--- config.mk ---
export PLATFORM = sky130hd
export DESIGN_NAME = fault_scan_seq
export DESIGN_NICKNAME = d
export VERILOG_FILES = /design/src/rtl/fault_scan_seq.sv
export SDC_FILE = /design/constraint.sdc
export NUM_CORES = 1
export LEC_CHECK = 0
export CAP_MARGIN = 40
export CELL_PAD_IN_SITES_DETAIL_PLACEMENT = 1
export CELL_PAD_IN_SITES_GLOBAL_PLACEMENT = 1
export CORE_MARGIN = 4
export CORE_UTILIZATION = 35
export CTS_BUF_LIST = sky130_fd_sc_hd__clkbuf_16
export DETAILED_ROUTE_END_ITERATION = 8
export PLACE_DENSITY = 0.89
export SYNTH_ARGS = -nofsm -noshare
export SYNTH_HDL_FRONTEND = slang
export SYNTH_SLANG_ARGS = --single-unit
--- constraint.sdc ---
create_clock -name clk -period 2.3 [get_ports clk]
set_input_delay 0.69 -clock clk [delete_from_list [all_inputs] [get_ports clk]]
set_output_delay 0.69 -clock clk [all_outputs]
set_load 0.01 [all_outputs]
--- src/rtl/fault_scan_seq.sv ---
// rtl/fault_scan_seq.sv - check-scan sequencer for the fault_pro datapath
// Steps the check selector, captures results after settling and compares them to golden vectors.
module fault_scan_seq #(
  parameter int SETTLE_CYCLES = 2,
  parameter int NUM_CHECKS    = 4
) (
  input  logic        clk,
  input  logic        reset,
  input  logic        start,
  input  logic        abort,
  input  logic [7:0]  operand,
  input  logic [19:0] exp_res,
  output logic [7:0]  dp_r0,
  output logic [1:0]  dp_check,
  input  logic [2:0]  dp_out,
  input  logic [1:0]  dp_out1,
  output logic        busy,
  output logic        done,
  output logic [3:0]  fail_mask,
  output logic        fault,
  input  logic [1:0]  rd_idx,
  output logic [4:0]  rd_data
);

  typedef enum logic [2:0] {IDLE, APPLY, SETTLE, CAPTURE, DONE} state_t;

  localparam int CW = (SETTLE_CYCLES > 1) ? $clog2(SETTLE_CYCLES) : 1;
  localparam logic [CW-1:0] SETTLE_LAST = CW'((SETTLE_CYCLES > 0) ? SETTLE_CYCLES - 1 : 0);
  localparam logic [1:0] LAST_IDX = 2'(NUM_CHECKS - 1);

  state_t        state;
  logic [1:0]    idx;
  logic [CW-1:0] settle_cnt;
  logic [4:0]    result [4];
  logic [4:0]    captured;
  logic [4:0]    expected;
  logic          mismatch;
  logic [3:0]    mask_next;

  assign captured = {dp_out, dp_out1};

  always_comb begin
    expected = 5'd0;
    for (int i = 0; i < 4; i++) begin
      if (idx == 2'(i)) expected = exp_res[5*i +: 5];
    end
  end

  assign mismatch  = (captured != expected);
  assign mask_next = fail_mask | ({3'b000, mismatch} << idx);
  assign rd_data   = result[rd_idx];

  always_ff @(posedge clk) begin
    if (reset) begin
      state      <= IDLE;
      idx        <= 2'd0;
      settle_cnt <= '0;
      dp_r0      <= 8'd0;
      dp_check   <= 2'd0;
      busy       <= 1'b0;
      done       <= 1'b0;
      fail_mask  <= 4'd0;
      fault      <= 1'b0;
      for (int i = 0; i < 4; i++) result[i] <= 5'd0;
    end else if (abort && state != IDLE) begin
      // Abort wins over every in-flight transition; captured results are kept for readback.
      state      <= IDLE;
      idx        <= 2'd0;
      settle_cnt <= '0;
      dp_check   <= 2'd0;
      busy       <= 1'b0;
      done       <= 1'b0;
      fail_mask  <= 4'd0;
      fault      <= 1'b0;
    end else begin
      case (state)
        IDLE: begin
          if (start && !abort) begin
            dp_r0     <= operand;
            idx       <= 2'd0;
            dp_check  <= 2'd0;
            fail_mask <= 4'd0;
            fault     <= 1'b0;
            busy      <= 1'b1;
            for (int i = 0; i < 4; i++) result[i] <= 5'd0;
            state     <= APPLY;
          end
        end
        APPLY: begin
          settle_cnt <= '0;
          if (SETTLE_CYCLES > 0) state <= SETTLE;
          else                   state <= CAPTURE;
        end
        SETTLE: begin
          if (settle_cnt == SETTLE_LAST) state <= CAPTURE;
          else                           settle_cnt <= settle_cnt + 1'b1;
        end
        CAPTURE: begin
          result[idx] <= captured;
          fail_mask   <= mask_next;
          if (idx == LAST_IDX) begin
            done  <= 1'b1;
            fault <= |mask_next;
            state <= DONE;
          end else begin
            idx      <= idx + 2'd1;
            dp_check <= idx + 2'd1;
            state    <= APPLY;
          end
        end
        DONE: begin
          done  <= 1'b0;
          busy  <= 1'b0;
          state <= IDLE;
        end
        default: state <= IDLE;
      endcase
    end
  end

endmodule

==> run summary, run 1 <==
outcome: completed
Max Cap Viol: 0
syn avg cell area: 10.3 um^2
Die H: 84.1 um
GRT Residual Overflow: 0
row count: 27
Synthesized Nets: 240
FMAX: 445 MHz
top post-synthesis cells by count: nand2_1, dfxtp_1, edfxtp_1
area delta synth->final: 43.7%
chip width: 84.1 um
Slew HR: 79.0%
#FFs+latches synth: 41
# IOs: 61
fin nets: 310
die area: 0.00708 mm^2
ordered list of cells on the worst path: buf_2 -> buf_6 -> mux4_2 -> buf_6
Cells after Synth: 197
CTS buffer count: 5
EDFF count, synth: 20
layout cells sized above 1: 17.2%
Via Count: 1720
DRC: 0
DRT Wirelength: 5790 um
RSZ-0062 raised after global routing: false
count leader, synth: nand2_1
Hold Fails Final Rpt: 0
WL/cell: 17.0 um
Setup CP Type: input pin to output pin
largest net degree at the start of global routing: 14
initial antenna violation count: 0
final design utilization: 52.3%
Worst path slowest cell: mux4_2
GPL Wtd Cong: 0.748
clk sinks: 41
worst-margin pin slew: 314 ps
Worst Path Max Fanout: 5
fin crit period: 2250 ps
post-synthesis mux area share: 5.55%
period utilisation layout: 97.8%
worst hold path type: flip-flop to flip-flop
simple-gate share of the synthesized area: 22.7%
first drt pass iteration count: 4
TritonCTS clock tree: yes
Adder-Cell Fraction of Synth Area: 2.47%
Worst Skew: 3.15 ps
Detailed Place HPWL: 4380 um
# port buffers: 60
core area: 0.00557 mm^2
Setup violations, final: 0
ys async rst share: 0%
Synth Area in Compound Gates: 12.6%
post-synthesis cell area: 0.00203 mm^2
largest family of logic cells by synthesized area: simple AND/OR/NAND/NOR gates
critical path endpoint category: output pin
cell repeated most along the worst path: buf_6
Synth area leader: edfxtp_1
fillers: 632
post-synthesis sequential area ratio: 50.3%
Max Root-Sink Buffers: 2
number of library cell types mapped by synthesis: 43
Placed Cells incl. Taps: 331
leak pwr: 1.15 nW
Post-synth top flop: dfxtp_1
post-route ant nets: 0
Critical Path AT: 1560 ps
number of diodes: 0
CP Launch Type: input pin
area share of the largest cell type after synthesis: 29.6%
initial drt markers: 66
vias in the first global route: 1904
initial core utilization: 36.4%
first-pass GRT wire length: 9890 um
fin. max-slew vios: 0
H-tree depth: 2
setup TNS: 0 ps
fin cells: 340
clock latency on the worst-skew pair: 280 ps
vias per cell: 5.06
Critical Path RT: 1610 ps
Root Buffer: clkbuf_16
GRT Overall Usage: 17.7%
slowest stage delay, CP: 520 ps
post-synthesis xor/xnor area fraction: 1.73%
top cells by area, synth: edfxtp_1, dfxtp_1, mux4_2
hold bufs inserted after CTS: 0
clock transition at the registers of the reported paths: 60 ps
Peak VDD IR: 0.281 mV
Syn. warnings: 0
PwrDens: 593 mW/mm^2
==> power breakdown <==
group	switching [W]	total, W	leakage (nW)	internal, W
sequential	0.0000194	0.000818	0.384	0.000799
clock	0.000266	0.000661	0.0757	0.000395
combinational	0.000109	0.000247	0.691	0.000138
==> per-layer routing <==
metal | routed length, um | share of wire [%] | GRT usage (%)
met2 | 3240 | 56 | 32.7
met3 | 189 | 3.3 | 3.46
met1 | 2270 | 39 | 20.2
met5 | 0 | 0 | 0
met4 | 76 | 1.3 | 5.70
==> per-stage QoR <==
step                      power (W)  hold WS (ps)  cell area [um^2]  worst slack [ps]
final                       0.00173           454              2910              50.8
after global routing        0.00182           483              2910              8.98
after global placement      0.00107           443              2760              -687
after CTS                   0.00175           457              2880              22.2
after detailed placement    0.00108           449              2760              -717
after floorplan            0.000940           467              2030              63.0
==> final timing paths <==
kind                   from          to  slack [ps]  cells past startpoint
setup / recovery  rd_idx[0]  rd_data[2]          50                      4
hold / removal     dp_r0[4]    dp_r0[4]         450                      2
setup reg to reg     idx[0]       fault         150                     10
hold reg to reg    dp_r0[4]    dp_r0[4]         450                      2
==> layout by cell type, fill, tap and decap left out, drive strengths merged, types with 2 or more instances in the layout <==
cell            n
mux4            5
o21ai          10
inv             8
and3           15
a22oi           2
nand3b          2
dfxtp          21
o22ai           4
nor3            5
nand2          30
nor2           13
edfxtp         20
clkdlybuf4s50  53
xnor2           3
or2             2
ha              4
nand3           4
a21oi          12
and2            5
buf            22
clkbuf          5
a221oi          4
or3             3
==> state kept, by name (all words and copies together) (netlist names) <==
signal	cells
busy	1
idx	2
result	20
done	1
fail_mask	4
fault	1
settle_cnt	1
dp_r0	8
state	3
==> timing repair <==
action,CTS,global route
endpoints found under the hold margin,0,0
setup endpoints to repair,10,5
resized for setup,29,7
buffers inserted,0,1
pin swaps,1,1
==> cell families (layout without fill, tap and decap cells) <==
family	after synthesis	count (layout)
buffers and inverters	18	89
AOI/OAI and AO/OA	39	39
DFF	41	41
xor gates and xnor gates	4	4
adders and majority gates	4	4
muxes	5	5
and+or+nand+nor	86	86
==> final cells by class <==
| class | instances | area (um^2) | share of cell area [%] |
|---|---|---|---|
| timing repair buffer | 76 | 699 | 24.0 |
| clock buffer | 5 | 125 | 4.29 |
| inverter | 5 | 18.8 | 0.644 |
| clock inverter | 3 | 13.8 | 0.472 |
| tap | 72 | 90.1 | 3.09 |
| multi-input combinational | 138 | 942 | 32.3 |
| sequential | 41 | 1020 | 35.2 |
==> critical path, delay by kind of cell <==
family / cells / cell delay (ps)
buffers and inverters: 3 / 340
multiplexers: 1 / 520
(Power assumes the default switching activity.)
==> run 2, diff against run 1 <==
--- a/config.mk
+++ b/config.mk
@@ -16,3 +16,4 @@
 export SYNTH_ARGS = -nofsm -noshare
 export SYNTH_HDL_FRONTEND = slang
 export SYNTH_SLANG_ARGS = --single-unit
+export TNS_END_PERCENT = 10
==> run summary, run 2 (synthesis gave the netlist of run 1 again) <==
Worst path slowest cell: mux4_2 (unchanged)
Max Cap Viol: 0 (unchanged)
H-tree depth: 2 (unchanged)
GRT Overall Usage: 17.6% (was 17.7%)
core area: 0.00557 mm^2 (unchanged)
CP bufs+invs: 3 (unchanged)
post-route ant nets: 0 (unchanged)
fin. max-slew vios: 0 (unchanged)
Critical Path AT: 1560 ps (about the same)
Setup CP Type: input pin to output pin (unchanged)
Top Layer Used: met4 (unchanged)
row count: 27 (unchanged)
setup TNS: 0 ps (unchanged)
clk sinks: 41 (unchanged)
slowest stage delay, CP: 520 ps (about the same)
WL/cell: 17.1 um (was 17.0 um)
Detailed Place HPWL: 4380 um (unchanged)
Internal Power: 0.00133 W (about the same)
worst hold path type: flip-flop to flip-flop (unchanged)
critical path endpoint category: output pin (unchanged)
GRT Residual Overflow: 0 (unchanged)
FMAX: 445 MHz (unchanged)
Setup violations, final: 0 (unchanged)
Slew HR: 80.1% (was 79.0%)
Critical Path RT: 1610 ps (about the same)
CP Launch Type: input pin (unchanged)
vias per cell: 5.07 (was 5.06)
fin nets: 310 (unchanged)
die area: 0.00708 mm^2 (unchanged)
most common cell after layout, fill and taps aside: clkdlybuf4s50_1 (unchanged)
routed wl met3: 189 um (unchanged)
number of flip-flops in the largest register: 20 (unchanged)
clock power share: 38.4% (was 38.3%)
clock latency on the worst-skew pair: 280 ps (about the same)
Max Root-Sink Buffers: 2 (unchanged)
worst-margin pin slew: 297 ps (was 314 ps)
Via Count: 1724 (was 1720)
PwrDens: 595 mW/mm^2 (was 593 mW/mm^2)
fin crit period: 2250 ps (unchanged)
Logic pwr share: 14.2% (was 14.3%)
largest net degree at the start of global routing: 14 (unchanged)
DRC: 0 (unchanged)
Seq pwr share: 47.4% (about the same)
Setup WS pre-CTS: -717 ps (unchanged)
fillers: 629 (was 632)
Worst Skew: 3.22 ps (was 3.15 ps)
Worst Path Max Fanout: 5 (unchanged)
hold bufs inserted after CTS: 0 (unchanged)
sw power: 0.000396 W (was 0.000395 W)
initial antenna violation count: 0 (unchanged)
TritonCTS clock tree: yes (unchanged)
# port buffers: 60 (unchanged)
cell family with most CP delay: multiplexers (unchanged)
initial drt markers: 60 (was 66)
Die H: 84.1 um (unchanged)
leak pwr: 1.15 nW (about the same)
cell repeated most along the worst path: buf_6 (unchanged)
DRT Wirelength: 5820 um (was 5790 um)
area delta synth->final: 43.1% (was 43.7%)
area taken by multi-input logic gates: 931 um^2 (was 942 um^2)
vias in the first global route: 1893 (was 1904)
GPL Wtd Cong: 0.748 (unchanged)
Top reg by flops: result (unchanged)
min setup slack post-route: 50.8 ps (unchanged)
first drt pass iteration count: 4 (unchanged)
clock transition at the registers of the reported paths: 60 ps (about the same)
commonest non-fill, non-tap cells in the layout: clkdlybuf4s50_1, nand2_1, dfxtp_1, edfxtp_1 (unchanged)
first-pass GRT wire length: 9850 um (was 9890 um)
Peak VDD IR: 0.281 mV (about the same)
met1 WL: 2330 um (was 2270 um)
chip width: 84.1 um (unchanged)
Root Buffer: clkbuf_16 (unchanged)
Hold Fails Final Rpt: 0 (unchanged)
outcome: completed (unchanged)
# IOs: 61 (unchanged)
CTS buffer count: 5 (unchanged)
initial core utilization: 36.4% (unchanged)
ordered list of cells on the worst path: buf_2 -> buf_6 -> mux4_2 -> buf_6 (unchanged)
number of diodes: 0 (unchanged)
Met2 Wirelength: 3230 um (was 3240 um)
Largest regs: result: 20 flops, dp_r0: 8 flops, fail_mask: 4 flops (unchanged)
switch share: 22.9% (about the same)
layout cells sized above 1: 17.2% (unchanged)
period utilisation layout: 97.8% (unchanged)
Sequential Area: 0.00102 mm^2 (unchanged)
[run 2: cell counts in the layout (fill, tap and decap cells not counted)]
No cell type changed its count.
[run 2: cell type report]
type                       instances  area share [%]
clock inverter                     3           0.474
sequential                        41            35.3
tap                               72            3.10
inverter                           5           0.647
clock buffer                       5            4.31
timing repair buffer              76            24.1
multi-input combinational        138            32.1
[run 2: final timing paths]
kind                        to       from  depth (start not counted)  slack, ps
setup / recovery    rd_data[2]  rd_idx[0]                          4         50
hold / removal        dp_r0[4]   dp_r0[4]                          2        450
setup reg to reg  fail_mask[3]     idx[1]                          9        110
hold reg to reg       dp_r0[4]   dp_r0[4]                          2        450
[run 2: stage by stage]
| stage | instance area (um^2) | util (%) | hold WS [ps] | cells | power, W |
|---|---|---|---|---|---|
| after floorplan | 2030 | - | 467 | 197 | 0.000940 |
| after global placement | 2760 | 49.5 | 443 | 331 | 0.00107 |
| after detailed placement | 2760 | 49.5 | 449 | 331 | 0.00108 |
| after CTS | 2870 | 51.6 | 457 | 339 | 0.00175 |
| after global routing | 2900 | 52.1 | 483 | 340 | 0.00181 |
| final | 2900 | 52.1 | 454 | 340 | 0.00173 |
[run 2: power groups by stage]
| stage | clock [W] | sequential [W] | combinational [W] |
|---|---|---|---|
| 2_1_floorplan | 0 | 0.000828 | 0.000112 |
| 3_3_place_gp | 0 | 0.000832 | 0.000240 |
| 3_5_place_dp | 0 | 0.000834 | 0.000251 |
| 4_1_cts | 0.000684 | 0.000820 | 0.000247 |
| 5_1_grt | 0.000723 | 0.000822 | 0.000268 |
| 6_report | 0.000663 | 0.000818 | 0.000245 |
[run 2: worst min-delay path, cell delays in order, from the launching register on]
cell and delay [ps]:
dfxtp_1 310, nand2_1 50, a21oi_1 50
[run 2: what timing repair did]
item / 4_1_cts / 5_1_grt
gates resized for setup: 28 / 6
endpoints found under the setup margin: 10 / 5
pin swaps: 0 / 1
hold endpoints to repair: 0 / 0
setup buffers: 0 / 1
[run 2: routing by layer]
layer / up-vias / GRT usage (%)
met4: 0 / 5.70
li1: 853 / -
met5: - / 0
met1: 831 / 20.1
met2: 34 / 32.6
met3: 6 / 3.46
